==> config.mk <==
export PLATFORM = sky130hd
export DESIGN_NAME = tx_gearbox
export DESIGN_NICKNAME = d
export VERILOG_FILES = /design/src/rtl/tx_gearbox.sv
export SDC_FILE = /design/constraint.sdc
export NUM_CORES = 1
export LEC_CHECK = 0
export BUFFER_PORTS_ARGS = -buffer_cell sky130_fd_sc_hd__buf_2
export CAP_MARGIN = 10
export CELL_PAD_IN_SITES_DETAIL_PLACEMENT = 0
export CELL_PAD_IN_SITES_GLOBAL_PLACEMENT = 1
export CORE_ASPECT_RATIO = 0.75
export CORE_UTILIZATION = 41
export DETAILED_ROUTE_END_ITERATION = 8
export GPL_TIMING_DRIVEN = 0
export PLACE_DENSITY = 0.84
export SYNTH_ARGS = -nofsm -noshare
export SYNTH_HDL_FRONTEND = slang
export SYNTH_SLANG_ARGS = --single-unit
==> constraint.sdc <==
create_clock -name clk_i -period 3.9 [get_ports clk_i]
set_clock_uncertainty 0.2 [all_clocks]
set_input_delay 0.585 -clock clk_i [delete_from_list [all_inputs] [get_ports clk_i]]
set_output_delay 0.585 -clock clk_i [all_outputs]
set_load 0.02 [all_outputs]
==> src/rtl/tx_gearbox.sv <==
// Transmit 66b->32b gearbox: packs 66-bit blocks into 32-bit serializer words, inserting idles on starvation.
// Optional TX_SCRAMBLER_EN adds a self-synchronous x^58+x^39+1 payload scrambler.
module tx_gearbox (
  input  logic        clk_i,
  input  logic        rst_i,
  input  logic [65:0] block_i,
  input  logic        block_valid_i,
  output logic        block_ready_o,
  output logic [31:0] tx_data_o,
  output logic        tx_valid_o,
  output logic [5:0]  gbox_cnt_o,
  output logic        idle_ins_o
);

  localparam logic [65:0] IDLE_BLK = {2'b10, 64'h7800_0000_0000_0000};

  logic [95:0] res_q, res_d, fill;
  logic [6:0]  occ_q, occ_d;
  logic [5:0]  cnt_q, cnt_d;
  logic [31:0] data_q, data_d;
  logic        vld_q, idle_q, idle_d;
  logic        load;
  logic [65:0] blk_raw, blk;

  assign load    = (occ_q < 7'd32);
  assign blk_raw = block_valid_i ? block_i : IDLE_BLK;

`ifdef TX_SCRAMBLER_EN
  logic [57:0] scr_q, scr_d;
  logic [63:0] pay_s;

  // Serial scrambler unrolled over the payload, MSB (first transmitted) first.
  always_comb begin
    scr_d = scr_q;
    pay_s = '0;
    for (int k = 0; k < 64; k++) begin
      pay_s[63-k] = blk_raw[63-k] ^ scr_d[38] ^ scr_d[57];
      scr_d       = {scr_d[56:0], pay_s[63-k]};
    end
  end

  always_ff @(posedge clk_i or posedge rst_i) begin
    if (rst_i)     scr_q <= '0;
    else if (load) scr_q <= scr_d;
  end

  assign blk = {blk_raw[65:64], pay_s};
`else
  assign blk = blk_raw;
`endif

  always_comb begin
    fill = res_q;
    // New block lands directly below the occ valid residue bits.
    if (load) fill = res_q | ({blk, 30'b0} >> occ_q);
    data_d = fill[95:64];
    res_d  = {fill[63:0], 32'b0};
    occ_d  = load ? (occ_q + 7'd66 - 7'd32) : (occ_q - 7'd32);
    cnt_d  = (cnt_q == 6'd32) ? 6'd0 : cnt_q + 6'd1;
    idle_d = load && !block_valid_i;
  end

  always_ff @(posedge clk_i or posedge rst_i) begin
    if (rst_i) begin
      res_q  <= '0;
      occ_q  <= '0;
      cnt_q  <= '0;
      data_q <= '0;
      vld_q  <= 1'b0;
      idle_q <= 1'b0;
    end else begin
      res_q  <= res_d;
      occ_q  <= occ_d;
      cnt_q  <= cnt_d;
      data_q <= data_d;
      vld_q  <= 1'b1;
      idle_q <= idle_d;
    end
  end

  assign block_ready_o = load;
  assign tx_data_o     = data_q;
  assign tx_valid_o    = vld_q;
  assign gbox_cnt_o    = cnt_q;
  assign idle_ins_o    = idle_q;

endmodule

# Word level (Yosys, flattened, before mapping)
# Index checks and enable logic that the tools add are counted.
dict set report word_totals {
  regBits 111
  in_bits 69
  out_inout_bits 41
  wordCells 20
}
dict set report op_classes {
  addsub 4
  order_cmp 1
  n_eq_ne 1
  n_shift 1
  muxes 4
  n_bitwise 1
  reduce_logical 2
}
# op n
set op_table {}
lappend op_table {{2-to-1 mux 96 bit} 1}
lappend op_table {{bitwise OR 96 bit} 1}
lappend op_table {{>> shifter 96 x 7 -> 96 bit} 1}
lappend op_table {{2-to-1 mux 66 bit} 1}
lappend op_table {{subtractor 7 x 6 -> 7 bit (second input constant)} 2}
lappend op_table {{adder 7 bit (second input constant)} 1}
lappend op_table {{< comparator 7 x 6 -> 1 bit (second input constant)} 1}
lappend op_table {{2-to-1 mux 7 bit} 1}
lappend op_table {{adder 6 x 1 -> 6 bit (second input constant)} 1}
lappend op_table {{equality test 6 bit (second input constant)} 1}
lappend op_table {{2-to-1 mux 6 bit} 1}
lappend op_table {{logical AND 1 bit} 1}
lappend op_table {{zero test 1 bit} 1}

# Logic depth before layout (Yosys ltp)
# Gate-level depths: netlist of run 1.
dict set report logic_depth {
  depth_word 4
  depth_mapped 11
  depth_no_buf 8
}

# Worst setup path after synthesis of run 1
# OpenSTA, ideal clock, no wires.
dict set report synth_timing {
  path_kind {register to register}
  from {reg occ_q[5]}
  to {reg res_q[34]}
  setup_time_ns 0.080
  t_arrival_ns 2.755
  t_required_ns 3.620
  slack_ns 0.864
  path_stages_with_launch 12
  path_buffers 3
  period_less_slack_ns 3.036
  cell_sequence {dfrtp_1 inv_1 clkbuf_1 buf_1 ha_1 nand2b_1 nor2_1 nand2_1 clkbuf_1 nor3_1 o21ai_0 o211ai_2}
}
dict set report synth_via {
  word_cells_on_any_way 4
  cone_classes {order compare: 1; shift: 1; mux: 1; bitwise: 1}
}
# element line_no
set synth_rtl {}
lappend synth_rtl {{from (decl)} 18} ;# logic [6:0] occ_q, occ_d;
lappend synth_rtl {{from (signal assigned)} 66} ;# occ_q <= '0;
lappend synth_rtl {{from (signal assigned)} 73} ;# occ_q <= occ_d;
lappend synth_rtl {{< comparator 7 x 6 -> 1 bit} 25} ;# assign load = (occ_q < 7'd32);
lappend synth_rtl {{net block_ready_o} 8} ;# output logic block_ready_o,
lappend synth_rtl {{2-to-1 mux 96 bit} 55} ;# if (load) fill = res_q | ({blk, 30'b0} >> occ_q);
lappend synth_rtl {{net fill[2]} 17} ;# logic [95:0] res_q, res_d, fill;
lappend synth_rtl {{to (signal assigned)} 72} ;# res_q <= res_d;
lappend synth_rtl {{to (decl)} 17}
# The timed path passes the listed nets, and every way through them passes these cells.

# Final worst setup path of run 1
dict set report layout_timing {
  from {reg occ_q[5]}
  to {reg res_q[75]}
}
dict set report layout_via {
  elab_chain_len 3
  word_cells_on_any_way 4
  cone_classes {order compare: 1; shift: 1; mux: 1; bitwise: 1}
}
# element line_no
set layout_lines {}
lappend layout_lines {{>> shifter 96 x 7 -> 96 bit} 55}
lappend layout_lines {{bitwise OR 96 bit} 55}
lappend layout_lines {{2-to-1 mux 96 bit *} 55}
lappend layout_lines {{net fill[43]} 17}
# The timed path passes the listed nets; every way through them passes the cells marked *.

==> out/summary.log, run 1 <==
qor: yosys.synthCells 932
qor: outcome.status finished, violations left
qor: yosys.synth_top_cells_by_count sky130_fd_sc_hd__dfrtp_1 (110), sky130_fd_sc_hd__nand2_1 (90), sky130_fd_sc_hd__nor2_1 (74)
qor: yosys.postSynthRegisterBits 110
qor: clock_tree.clkSlewWorstSetupHoldPaths 0.09 ns
qor: timing.worst_slew_margin_rel 7.32%
qor: timing.hold_viol 0
qor: yosys.netlist.area_leader.share 32.9%
qor: timing.finalSetupViolations 1
qor: yosys.ys_types 80
qor: drt.routed_wire_length_per_instance 32.8 um
qor: clock_tree.root_buffer sky130_fd_sc_hd__clkbuf_16
qor: worst_setup_path.crit_arrival 4.03 ns
qor: drt.viasPerCell 7.04
qor: timing.postLayoutSetupSlackWorst -0.0272 ns
qor: power.vdd_ir_drop_max 0.237 mV
qor: floorplanning.num_rows 44
qor: floorplanning.initial_core_util 42.5%
qor: timing.report.final.slew_viol_count 0
qor: worst_setup_path.path_delay_family simple AND/OR/NAND/NOR gates
qor: placement.place.port_buffers 108
qor: worst_setup_path.worst-endpoint-required 4.00 ns
qor: global_routing.first_global_vias 8717
qor: min_path.hp-class in -> async
qor: clock_tree.cts_inserted_buffers 9
qor: power.pwr_density_cell 266 mW/mm^2
qor: yosys.top_count_cell_post_synth sky130_fd_sc_hd__dfrtp_1
qor: clock_tree.clock_insertion_delay_worst_skew 0.36 ns
qor: floorplanning.io_pins 110
qor: global_routing.maximum_number_of_pins_on_one_net_before_global_route_repair 73
qor: timing.rsz0062_at_grt false
qor: yosys.synth.avg_cell_area 8.97 um^2
qor: worst_setup_path.start_kind flip-flop
qor: global_routing.grt_antenna_before_repair 2
qor: yosys.synth_enable_flop_cells 0
qor: job.cap_violations 0
qor: yosys.netlist_area 0.00836 mm^2
qor: clock_tree.cts.htree.levels 3
qor: yosys.async_flop_share 100%
qor: outcome.violations setup timing
qor: power.static_power_due_to_leakage 4.36 nW
qor: timing.period_needed 3.93 ns
qor: yosys.synth_fp_nets 1005
qor: global_routing.grt_pass1_wl 61500 um
qor: finish.filler_cell_count 1975
qor: timing.worstMarginPinSlew 1.37 ns
qor: worst_setup_path.cp.buffers_inverters 3
qor: floorplanning.die_h 126 um
qor: placement.detailed_place_hpwl 33200 um
qor: drt.drtPass1Iterations 6
qor: finish.number_of_non_filler_instances_in_the_completed_layout 1314
qor: timing.post-route-period-util 101%
qor: drt.drc_errors 0
qor: worst_setup_path.largest_incremental_delay_on_the_critical_path 0.57 ns
qor: yosys.yosysWarningCount 0
qor: clock_tree.cts-root-to-sink-buffers 2
qor: clock_tree.cts.hold.buffers_added 0
qor: floorplanning.placeableCoreArea 0.0197 mm^2
qor: finish.layout.nets 1128
qor: worst_setup_path.cp_max_fo 10
qor: placement.detailed_place.area 0.00925 mm^2
qor: global_routing.grt_usage 40.8%
qor: drt.drt.antenna.violating_nets 0
qor: placement.finalWeightedCongestion 1.04
qor: floorplanning.die_width 167 um
qor: power.power.total 0.00255 W
qor: worst_setup_path.critical_path.endpoint_type flip-flop
qor: global_routing.grt-ovfl-total 0
qor: drt.num_vias 9255
qor: yosys.yosysSeqAreaShare 32.9%
qor: drt.aggregate_routed_wire_length 43100 um
qor: placement.cell_total_after_placement 1294
qor: clock_tree.tritoncts_num_sinks 110
qor: worst_setup_path.timing.setup.critical_path_class reg -> reg
qor: worst_setup_path.worstPathCellList inv_1, clkbuf_2, clkbuf_4, ha_2, nand2b_1, nor2_2, nand2_1, a211oi_1, o21bai_1, a211o_1
qor: yosys.top_cells_by_area_synth sky130_fd_sc_hd__dfrtp_1 (33%), sky130_fd_sc_hd__mux2i_1 (8.5%), sky130_fd_sc_hd__mux2_2 (4.7%)
qor: floorplanning.die_area 0.0210 mm^2
qor: finish.fin_area 0.00961 mm^2
qor: yosys.yosys_most_used_dff sky130_fd_sc_hd__dfrtp_1
qor: finish.synthToLayoutAreaGrowth 14.9%
qor: drt.dr.first_iter.drc_count 1659
qor: yosys.yosysTopAreaCell sky130_fd_sc_hd__dfrtp_1
qor: clock_tree.tritoncts built
qor: finish.final_core_occ 48.9%
qor: finish.post_route_cells_drive_above_1_share 23.7%
qor: timing.fmax 0.255 GHz
qor: worst_setup_path.crit_path_max_delay_cell_type sky130_fd_sc_hd__nor2_2
## area by class of cell
cell class	count	area (um^2)	share of cell area, %
Multi-Input combinational cell	735	5170	53.8
Clock buffer	10	229	2.38
Timing Repair Buffer	112	591	6.15
Tap cell	253	317	3.30
Sequential cell	110	2750	28.7
Antenna cell	1	2.50	0.0260
Inverter	14	55.1	0.573
Buffer	73	420	4.38
Clock inverter	6	67.6	0.703
## per-stage QoR
step / hold WS, ns / TNS [ns] / setup slack [ns]
after detailed placement: 0.211 / -38.87 / -1.06
after CTS: 0.0884 / 0 / 0.0122
after global routing: 0.118 / 0 / 0.0164
after floorplan: 0.204 / 0 / 0.213
after global placement: 0.209 / -155.48 / -1.18
final: 0.0650 / -0.0272 / -0.0272
## path summary, 6_finish.rpt
kind	startpoint	to	slack, ns	cells past startpoint
setup / recovery	occ_q[5]	res_q[75]	-0.03	10
hold / removal	rst_i	res_q[90]	0.07	2
setup reg to reg	occ_q[5]	res_q[75]	-0.03	10
hold reg to reg	res_q[84]	tx_data_o[20]	0.23	1
max in group asynchronous	rst_i	occ_q[4]	2.67	3
min in group clk_i	res_q[84]	tx_data_o[20]	0.23	1
## registers in the layout (all words and copies together), names as in the netlist
name and count:
tx_valid_o 1, gbox_cnt_o 6, occ_q 6, res_q 64
idle_ins_o 1, tx_data_o 32
## logic make-up (layout without fill, tap and decap cells)
family	after synthesis	count (layout)	synth area share [%]
adders and majority gates	4	4	0.599
muxes	124	124	17.3
and+or+nand+nor	265	265	14.4
DFF	110	110	32.9
other	1	2	0.0449
AOI/OAI and AO/OA	334	334	28.5
xor gates and xnor gates	7	7	0.733
buffers and inverters	87	215	5.54
## metal layers
metal | up-vias | GRT usage, % | wire length (um)
met2 | 802 | 57.1 | 17200
met4 | 4 | 15.4 | 1940
li1 | 3804 | - | -
met3 | 152 | 13.0 | 5990
met5 | - | 3.20 | 85
met1 | 4493 | 58.0 | 17900
## power by group
part	switching, W	total, W	internal, W	leakage, nW
Sequential	0.00000631	0.00117	0.00117	1.48
Clock	0.000480	0.000935	0.000454	0.144
Combinational	0.000292	0.000443	0.000152	2.73
## timing repair
action | CTS | global route
resized for setup | 11 | 6
buffers inserted | 0 | 3
setup endpoints to repair | 67 | 28
pin swaps | 0 | 1
## cell usage in the layout, fill, tap and decap left out, types with 23 or more instances in the layout
| cell | Yosys | routed |
|---|---|---|
| sky130_fd_sc_hd__buf_2 | 26 | 134 |
| sky130_fd_sc_hd__o22ai_1 | 29 | 29 |
| sky130_fd_sc_hd__clkbuf_1 | 30 | 26 |
| sky130_fd_sc_hd__dfrtp_1 | 110 | 110 |
| sky130_fd_sc_hd__o21ai_0 | 56 | 56 |
| sky130_fd_sc_hd__nor3_1 | 23 | 23 |
| sky130_fd_sc_hd__mux2i_1 | 71 | 71 |
| sky130_fd_sc_hd__a21oi_1 | 49 | 49 |
| sky130_fd_sc_hd__mux2_2 | 35 | 35 |
| sky130_fd_sc_hd__nor2_1 | 74 | 68 |
| sky130_fd_sc_hd__nand2_1 | 90 | 90 |
| sky130_fd_sc_hd__nand3_1 | 27 | 27 |
## worst register-to-register path, stage by stage (launching register included)
cell,delay (ns)
sky130_fd_sc_hd__dfrtp_1,0.54
sky130_fd_sc_hd__inv_1,0.17
sky130_fd_sc_hd__clkbuf_2,0.40
sky130_fd_sc_hd__clkbuf_4,0.36
sky130_fd_sc_hd__ha_2,0.35
sky130_fd_sc_hd__nand2b_1,0.22
sky130_fd_sc_hd__nor2_2,0.57
sky130_fd_sc_hd__nand2_1,0.41
sky130_fd_sc_hd__a211oi_1,0.36
sky130_fd_sc_hd__o21bai_1,0.17
sky130_fd_sc_hd__a211o_1,0.13
Note: power is estimated with default switching activity, not from simulation.
==> inputs of run 2 (changes only) <==
CAP_MARGIN = default   (was 10)
PLACE_DENSITY = 0.75   (was 0.84)
SKIP_LAST_GASP = 1   (was default)
==> run 2 against run 1 <==
The run still ends with setup timing left. Critical path depth is the same. Via count down 0.56%. Clock power is 5.6% higher. Sequential power hardly changed. Final area shrank 0.22%. Hold slack lost 0.0058 ns. Critical endpoint unchanged. Largest cell class unchanged.
==> out/summary.log, run 2 (synthesis gave the netlist of run 1 again) <==
qor: power.pwr-share-comb 16.9%
qor: power.sequentialPowerShare 45.1%
qor: drt.viasPerCell 7.03
qor: global_routing.first_global_vias 8673
qor: worst_setup_path.critical_path.endpoint_type flip-flop
qor: worst_setup_path.worst-endpoint-required 3.99 ns
qor: power.vdd_ir_drop_max 0.169 mV
qor: timing.finalSetupViolations 1
qor: drt.routed_wire_length_per_instance 31.4 um
qor: timing.period_needed 3.96 ns
qor: power.pwr_density_cell 271 mW/mm^2
qor: global_routing.grt_usage 39.1%
qor: placement.detailed_place_hpwl 31600 um
qor: finish.flip_flop_count_of_the_largest_register_after_layout 64
qor: global_routing.grt-ovfl-total 0
qor: worst_setup_path.timing.setup.critical_path_class reg -> reg
qor: timing.worst_slew_margin_rel 22.3%
qor: global_routing.maximum_number_of_pins_on_one_net_before_global_route_repair 73
qor: timing.worstMarginPinSlew 1.16 ns
qor: placement.finalWeightedCongestion 1.05
qor: global_routing.grt_antenna_before_repair 1
qor: finish.post_route_cells_drive_above_1_share 23.3%
qor: outcome.status finished, violations left
qor: min_path.hp-class in -> async
qor: worst_setup_path.start_kind flip-flop
qor: floorplanning.num_rows 44
qor: worst_setup_path.crit_arrival 4.06 ns
qor: worst_setup_path.largest_incremental_delay_on_the_critical_path 0.53 ns
qor: timing.rsz0062_at_grt true
qor: floorplanning.die_area 0.0210 mm^2
qor: power.p_sw_share 29.6%
qor: finish.antenna_cells 0
qor: drt.drt.antenna.violating_nets 0
qor: worst_setup_path.crit_path_max_delay_cell_type sky130_fd_sc_hd__dfrtp_1
qor: floorplanning.placeableCoreArea 0.0197 mm^2
qor: floorplanning.initial_core_util 42.5%
qor: drt.num_vias 9203
qor: power.clock_power_share 38.0%
qor: drt.dr.first_iter.drc_count 1570
qor: outcome.violations setup timing
qor: clock_tree.tritoncts_num_sinks 110
qor: placement.dp_slack -0.848 ns
qor: global_routing.grt_pass1_wl 59500 um
qor: power.static_power_due_to_leakage 4.35 nW
qor: clock_tree.cts.htree.levels 3
qor: timing.setup_tns -0.0636 ns
qor: clock_tree.clock_insertion_delay_worst_skew 0.36 ns
qor: timing.postLayoutSetupSlackWorst -0.0636 ns
qor: drt.drc_errors 0
qor: finish.synthToLayoutAreaGrowth 14.7%
qor: finish.layout_commonest_cell sky130_fd_sc_hd__buf_2
qor: finish.final_cell_mix sky130_fd_sc_hd__buf_2 (135), sky130_fd_sc_hd__dfrtp_1 (110), sky130_fd_sc_hd__nand2_1 (90)
qor: finish.layout.nets 1125
qor: worst_setup_path.worstPathCellList inv_1, clkbuf_2, buf_2, ha_1, nand2b_1, nor2_2, nand2_1, a211oi_1, o21bai_1, a211o_1
qor: floorplanning.io_pins 110
qor: power.power.net_switching 0.000770 W
qor: clock_tree.cts_inserted_buffers 9
qor: clock_tree.clkSlewWorstSetupHoldPaths 0.08 ns
qor: timing.report.final.slew_viol_count 0
qor: timing.fmax 0.252 GHz
qor: clock_tree.tritoncts built
qor: clock_tree.root_buffer sky130_fd_sc_hd__clkbuf_16
qor: timing.post-route-period-util 102%
qor: worst_setup_path.cp_max_fo 10
qor: floorplanning.die_h 126 um
qor: clock_tree.cts-root-to-sink-buffers 2
qor: drt.drtPass1Iterations 8
qor: placement.place.port_buffers 108
qor: power.intPower 0.00183 W
qor: floorplanning.die_width 167 um
qor: drt.aggregate_routed_wire_length 41100 um
qor: finish.regMostFlops res_q
qor: clock_tree.post_cts.repair.setup_buffers 0
qor: timing.hold_viol 0
qor: job.cap_violations 0
-- run 2: power by group through the flow --
stage                     registers [W]  logic, W  clock network [W]
final                           0.00117  0.000439           0.000987
after detailed placement        0.00120  0.000423                  0
after floorplan                 0.00122  0.000222                  0
after global routing            0.00117  0.000459            0.00103
after CTS                       0.00117  0.000425           0.000984
after global placement          0.00120  0.000421                  0
-- run 2: path summary, 6_finish.rpt --
check	end	slack, ns	from	cells past startpoint
setup / recovery	res_q[75]	-0.06	occ_q[5]	10
hold / removal	tx_data_o[10]	0.06	rst_i	2
setup reg to reg	res_q[75]	-0.06	occ_q[5]	10
hold reg to reg	tx_data_o[22]	0.23	res_q[86]	1
max in group asynchronous	res_q[57]	2.70	rst_i	3
min in group clk_i	tx_data_o[22]	0.23	res_q[86]	1
-- run 2: layer usage --
layer / up-vias / routed length (um) / share of wire (%) / track usage [%]
met5: - / 28 / 0.068 / 0
met4: 4 / 1690 / 4.1 / 14.2
met3: 127 / 5610 / 14 / 9.77
met2: 824 / 16100 / 39 / 54.3
met1: 4458 / 17700 / 43 / 57.9
li1: 3790 / - / - / -
-- run 2: critical path, delay by kind of cell, from the launching register on --
family	cells	cell delay [ns]
simple gates	3	1.19
flops	1	0.53
buf+inv	3	0.88
compound gates	3	0.66
fa+ha+maj	1	0.43
-- run 2: metrics by stage --
step | area (um^2) | cells | hold WS (ns) | utilization [%] | power, W
2_1_floorplan | 8360 | 932 | 0.204 | - | 0.00144
3_5_place_dp | 9250 | 1294 | 0.211 | 47.1 | 0.00162
4_1_cts | 9580 | 1309 | 0.0777 | 48.7 | 0.00258
3_3_place_gp | 9220 | 1293 | 0.208 | 46.9 | 0.00162
5_1_grt | 9590 | 1309 | 0.0968 | 48.8 | 0.00266
6_report | 9590 | 1309 | 0.0592 | 48.8 | 0.00260
-- run 2: what timing repair did --
item | CTS | global route
resized for setup | 9 | 6
endpoints found under the setup margin | 60 | 19
hold buffers | 0 | 0
-- run 2: layout make-up --
class	count	area, um^2
fill	1987	10100
multi-input combinational	735	5170
sequential	110	2750
inverter	14	55.1
buffer	73	418
timing repair buffer	109	568
clock buffer	9	225
tap	253	317
clock inverter	6	82.6
